`src/rtl/fifo_nw_1r.sv`:
```
// fifo_nw_1r: single-clock FIFO accepting 0..WR_LANES entries per cycle and popping one.
// Revision: 1.0
`default_nettype none

module fifo_nw_1r #(
  parameter int DATA_WIDTH    = 65,
  parameter int ADDRESS_WIDTH = 4,
  parameter int WR_LANES      = 2,
  parameter int AF_MARGIN     = 2,
  parameter int CNT_W         = $clog2(WR_LANES + 1)
) (
  input  logic                           Clk,
  input  logic                           Clear_in,
  input  logic [WR_LANES*DATA_WIDTH-1:0] Data_in,
  input  logic [CNT_W-1:0]               WriteCnt_in,
  output logic                           Full_out,
  output logic                           Almost_full_out,
  output logic                           Overflow_out,
  input  logic                           stall,
  input  logic                           ReadEn_in,
  output logic [DATA_WIDTH-1:0]          Data_out,
  output logic                           Data_valid,
  output logic                           Empty_out,
  output logic [ADDRESS_WIDTH:0]         Count_out
);

  localparam int DEPTH = 1 << ADDRESS_WIDTH;
  localparam logic [ADDRESS_WIDTH+1:0] c_depth    = (ADDRESS_WIDTH+2)'(DEPTH);
  localparam logic [ADDRESS_WIDTH+1:0] c_lanes_w  = (ADDRESS_WIDTH+2)'(WR_LANES);
  localparam logic [ADDRESS_WIDTH+1:0] c_af_level = (ADDRESS_WIDTH+2)'(AF_MARGIN + WR_LANES);
  localparam logic [CNT_W-1:0]         c_lanes    = CNT_W'(WR_LANES);

  logic [DATA_WIDTH-1:0]    r_mem [DEPTH];
  logic [ADDRESS_WIDTH-1:0] r_wr_ptr;
  logic [ADDRESS_WIDTH-1:0] r_rd_ptr;
  logic [ADDRESS_WIDTH:0]   r_cnt;
  logic [DATA_WIDTH-1:0]    r_dout;
  logic                     r_dvalid;
  logic                     r_ovf;

  logic [ADDRESS_WIDTH+1:0] w_free;
  logic                     w_full;
  logic [CNT_W-1:0]         w_wr_n;
  logic                     w_rd_fire;

  // Flags depend only on the registered count, so no input reaches an output combinationally.
  assign w_free          = c_depth - {1'b0, r_cnt};
  assign w_full          = (w_free < c_lanes_w);
  assign Full_out        = w_full;
  assign Almost_full_out = (w_free <= c_af_level);
  assign Empty_out       = (r_cnt == '0);
  assign Count_out       = r_cnt;
  assign Overflow_out    = r_ovf;
  assign Data_out        = r_dout;
  assign Data_valid      = r_dvalid;

  always_comb begin
    w_wr_n = '0;
    if (!w_full) begin
      w_wr_n = (WriteCnt_in > c_lanes) ? c_lanes : WriteCnt_in;
    end
  end

  assign w_rd_fire = ReadEn_in & ~stall & ~Empty_out;

  // Lane addresses never collide because WR_LANES <= DEPTH/2.
  always_ff @(posedge Clk) begin
    for (int i = 0; i < WR_LANES; i++) begin
      if (CNT_W'(i) < w_wr_n) begin
        r_mem[r_wr_ptr + ADDRESS_WIDTH'(i)] <= Data_in[i*DATA_WIDTH +: DATA_WIDTH];
      end
    end
  end

  always_ff @(posedge Clk or posedge Clear_in) begin
    if (Clear_in) begin
      r_wr_ptr <= '0;
      r_rd_ptr <= '0;
      r_cnt    <= '0;
      r_dout   <= '0;
      r_dvalid <= 1'b0;
      r_ovf    <= 1'b0;
    end else begin
      r_wr_ptr <= r_wr_ptr + ADDRESS_WIDTH'(w_wr_n);
      r_cnt    <= r_cnt + (ADDRESS_WIDTH+1)'(w_wr_n) - (ADDRESS_WIDTH+1)'(w_rd_fire);
      r_dvalid <= w_rd_fire;
      if (w_rd_fire) begin
        r_dout   <= r_mem[r_rd_ptr];
        r_rd_ptr <= r_rd_ptr + 1'b1;
      end
      if (w_full && (WriteCnt_in != '0)) begin
        r_ovf <= 1'b1;
      end
    end
  end

endmodule

`default_nettype wire

```
`config.mk`:
```
export PLATFORM = sky130hd
export DESIGN_NAME = fifo_nw_1r
export DESIGN_NICKNAME = d
export VERILOG_FILES = /design/src/rtl/fifo_nw_1r.sv
export SDC_FILE = /design/constraint.sdc
export NUM_CORES = 2
export LEC_CHECK = 0
export ABC_AREA = 1
export CORE_ASPECT_RATIO = 1.4
export CORE_MARGIN = 3
export CORE_UTILIZATION = 40
export DETAILED_ROUTE_END_ITERATION = 16
export MAX_ROUTING_LAYER = met4
export PLACE_DENSITY_LB_ADDON = 0.05
export SKIP_LAST_GASP = 1
export SLEW_MARGIN = 20
export SYNTH_ARGS = -nofsm -noshare
export SYNTH_HDL_FRONTEND = slang
export SYNTH_SLANG_ARGS = --single-unit
```
`constraint.sdc`:
```
create_clock -name Clk -period 6.8 [get_ports Clk]
set_input_delay 2.04 -clock Clk [delete_from_list [all_inputs] [get_ports Clk]]
set_output_delay 2.04 -clock Clk [all_outputs]
set_load 0.02 [all_outputs]
```
==> PnR_summary.wiki <==
{| class="wikitable"
! Metric !! Value
|-
| Status || completed
|-
| Overall Global Routing Usage || between 30% and 40%
|-
| Syn Inst Count || ~7700
|-
| Post-synthesis sequential area ratio || about 53%
|-
| Flop and latch count out of synthesis || approximately 1100
|-
| Arrival time reported for the critical path endpoint || 3.57 ns
|-
| Final wirelength || 270000 um
|-
| R2R setup slack || approximately 2.0 ns
|-
| FMAX || between 0.15 and 0.2 GHz
|-
| Overall via count from detail_route || 57000
|-
| Max cap viols || 0
|-
| Number of instances on the worst hold path || 1
|-
| Adder-cell share of the synthesized area || less than 1%
|-
| Synth-to-Final Area Change || 9.37%
|-
| Net switching component of the power || about 13 mW
|-
| IO Pins || between 200 and 250
|-
| Area of the mapped netlist || ~0.062 sq mm
|-
| Time the worst path needs with I/O delays and setup || 5.61 ns
|-
| Tightest Hold Check Type || flop to flop
|-
| # resized after CTS || 0
|-
| Routability-driven placement congestion ratio || approximately 0.8
|-
| CTS buffer count || 120
|-
| Post-Synth XOR/XNOR Area || less than 1%
|-
| Count of endpoints failing hold in the final timing report || 0
|-
| Dominant combinational cell family by area after synthesis || simple AND/OR/NAND/NOR gates
|-
| Unrepaired setup endpoints after global routing || no
|-
| Worst-Margin Slew || about 1.3 ns
|-
| Final total negative setup slack || 0 ns
|-
| # DRC || 0
|-
| Peak supply drop || between 0.4 and 0.5 mV
|-
| Share of power burned in registers || a little over a third
|-
| Cell variety after synth || 28
|-
| Sw frac || 44.8%
|-
| Total length of routed met3 wires || about 22000 um
|-
| Element type at the critical path end || primary output
|-
| Number of core rows || 171
|-
| Number of global-route vias before repair || roughly 54000
|-
| Die Footprint || 0.161 sq mm
|-
| Total area of multi-input combinational cells || 0.0251 sq mm
|-
| Power Internal || 16.3 mW
|-
| Proportion of synthesized area in mux cells || 0%
|-
| TritonCTS Sinks || ~1100
|-
| Number of iterations in the first detailed-routing pass || 8
|-
| Final Setup Violations || 0
|-
| Width of the die || about 340 um
|-
| Initial antenna violation count || 22
|-
| Depth of the worst register-to-register path || 13
|-
| Slew HR || 12.8%
|-
| TritonCTS clock tree || built
|-
| Number of buffers added for setup after CTS || 0
|-
| Max Root-Sink Buffers || 3
|-
| Initial Util || roughly two fifths
|-
| Number of nets in the synthesized netlist || 7811
|-
| H-Tree Level Count || 3
|-
| Static leakage || between 20 and 30 nW
|-
| Highest layer used for signal routing || met4
|-
| Port-buffer cells || 210
|-
| Class of the most critical setup path || flop to primary output
|-
| Clock tree root buffer cell || clkbuf_16
|-
| Startpoint of the lowest-slack hold path || Overflow_out
|-
| Fin area || 0.0683 sq mm
|-
| Number of hold buffers added after cts || 0
|-
| Total of warnings raised by yosys || 0
|-
| Relative contribution of the clock network to total power || 22.7%
|-
| CP required || 4.76 ns
|-
| Final setup skew || 0.0388 ns
|-
| ANT nets after route || 0
|-
| Total area of sequential cells || about 0.033 sq mm
|-
| Routed length on met1 || approximately 110000 um
|-
| Synthesized-area fraction occupied by ao, oa, aoi and oai cells || 0.611%
|-
| Slew Limit Fails || 0
|-
| Clock transition at path regs || 0.06 ns
|-
| Global route overflow || 0
|-
| Total cell area at the placement stage || 0.0644 sq mm
|-
| Part of the total power dissipated in combinational logic || 42.6%
|-
| Power per cell area || 431 mW/mm^2
|-
| Final clock period utilization by the worst path || a little over 80%
|-
| NumNets Final || about 7300
|-
| Met2 routed WL || 132000 um
|-
| Simple-gate portion of the synthesized area || about 39%
|-
| Number of design-rule violations left by the first detailed-router iteration || 6586
|-
| Total power of the final layout || 29.5 mW
|-
| Worst Setup Start Kind || flop
|-
| Average footprint of a synthesized cell || 8.16 sq um
|-
| Worst Hold End || Overflow_out
|-
| Clk_lat worst skew || roughly 0.77 ns
|-
| Total of fill cells in the finished design || 15200
|-
| DR WL/cell || around 29 um
|-
| Worst reg2reg endpoint || r_mem[5][34]
|-
| Vias per std cell || 6.09
|-
| Detailed placement HPWL || around 140000 um
|-
| Height of the die || between 400 and 500 um
|-
| Beginning of the worst register-to-register path || Count_out[0]
|-
| Pin count of the biggest net entering global routing || 227
|-
| Largest fanout on the critical path || 64
|-
| Layout cell share with drive strength beyond 1 || roughly 4.9%
|-
| Wire length of the first global-routing pass || around 390000 um
|-
| Core Box Area || 0.155 sq mm
|}
kinds of logic (layout without fill, tap and decap cells):
family          Yosys count  after routing
simple gates           5461           5461
flops                  1120           1120
buf+inv                 982            586
compound gates           75             75
fa+ha+maj                15             15
xor+xnor                  7              7
other cells               0             18
sequential cells by signal, summed over array words and instances, names as in the netlist:
name	cells
Count_out	5
r_rd_ptr	4
Data_valid	1
r_wr_ptr	4
Overflow_out	1
r_mem	1040
Data_out	65
how the worst max path moves through the flow:
stage / from / end / slack [ns] / cells after the start
2_1_floorplan: WriteCnt_in[1] / r_mem[1][0] / 2.08 / 6
3_3_place_gp: Count_out[0] / Full_out / 1.98 / 10
3_5_place_dp: WriteCnt_in[1] / r_mem[4][38] / 1.97 / 5
4_1_cts: Count_out[0] / Full_out / 1.13 / 10
5_1_grt: Count_out[0] / Full_out / 1.02 / 10
6_report: Count_out[0] / Full_out / 1.19 / 10
power by group through the flow:
stage	sequential (mW)	clock, mW	combinational (mW)
global route	10.4	7.01	13.4
finish	10.2	6.69	12.5
global placement	10.3	0	12.3
floorplan	10.4	0	7.30
CTS	10.2	6.77	12.4
detailed placement	10.4	0	12.4
placed cells by master (no fill, tap or decap), types with 2 or more instances in the layout:
master / n
bufinv_16: 7
nor2_4: 17
clkinv_2: 22
nor2_1: 7
a21oi_1: 70
inv_6: 5
inv_1: 27
nand2_4: 16
nand3_1: 705
inv_4: 2
buf_6: 3
clkbuf_8: 17
nand2_1: 3653
diode_2: 18
xnor2_1: 2
clkbuf_1: 32
dfrtp_1: 76
xor2_1: 5
clkbuf_16: 123
nand3_4: 16
dfrtp_4: 4
o21ai_0: 3
ha_1: 13
edfxtp_1: 1040
buf_12: 24
clkdlybuf4s50_1: 209
inv_2: 5
clkinv_1: 21
inv_8: 2
nand4_1: 1040
fa_1: 2
buf_4: 84
per-stage QoR:
step | setup slack (ns) | hold WS (ns) | utilization, % | std cells
after CTS | 1.13 | 0.464 | 44.0 | 9340
after detailed placement | 1.97 | 0.446 | 41.5 | 9115
after floorplan | 2.08 | 0.538 | - | 7660
after global placement | 1.98 | 0.463 | 41.5 | 9114
final | 1.19 | 0.463 | 44.1 | 9358
after global routing | 1.02 | 0.498 | 44.1 | 9358
cell usage after synthesis (all sizes together):
cell / count / area share, %
nand3: 721 / 5.9
nand4: 1040 / 10
ha: 13 / 0.26
a21o: 1 / 0.012
or2: 1 / 0.010
clkbuf: 372 / 2.2
edfxtp: 1040 / 50
nand2: 3671 / 22
inv: 39 / 0.23
and3: 1 / 0.010
o21ai: 3 / 0.024
nor2: 25 / 0.23
a21oi: 71 / 0.57
xor2: 5 / 0.070
fa: 2 / 0.064
buf: 571 / 4.7
dfrtp: 80 / 3.2
nor3: 2 / 0.032
xnor2: 2 / 0.028
per-layer routing:
metal	track usage [%]	vias up
met5	-	-
met4	13.4	0
met3	3.96	592
met2	55.2	3102
met1	42.3	28100
li1	-	25200
final cells by class:
class	count	area share [%]
inverter	39	0.260
tap	2076	3.80
multi-input combinational	5558	36.8
clock buffer	172	5.02
antenna	18	0.0659
clock inverter	53	0.626
sequential	1120	48.6
timing repair buffer	322	4.80
worst max-delay path, stage by stage (launching register included):
cell	delay (ns)
dfrtp_1	0.40
inv_1	0.11
ha_1	0.24
nand2_1	0.07
inv_1	0.04
ha_1	0.27
nand2_1	0.05
nor2_1	0.30
nand2_8	0.40
inv_1	0.27
clkdlybuf4s50_1	0.64
Power figures use the tool's default switching activity.
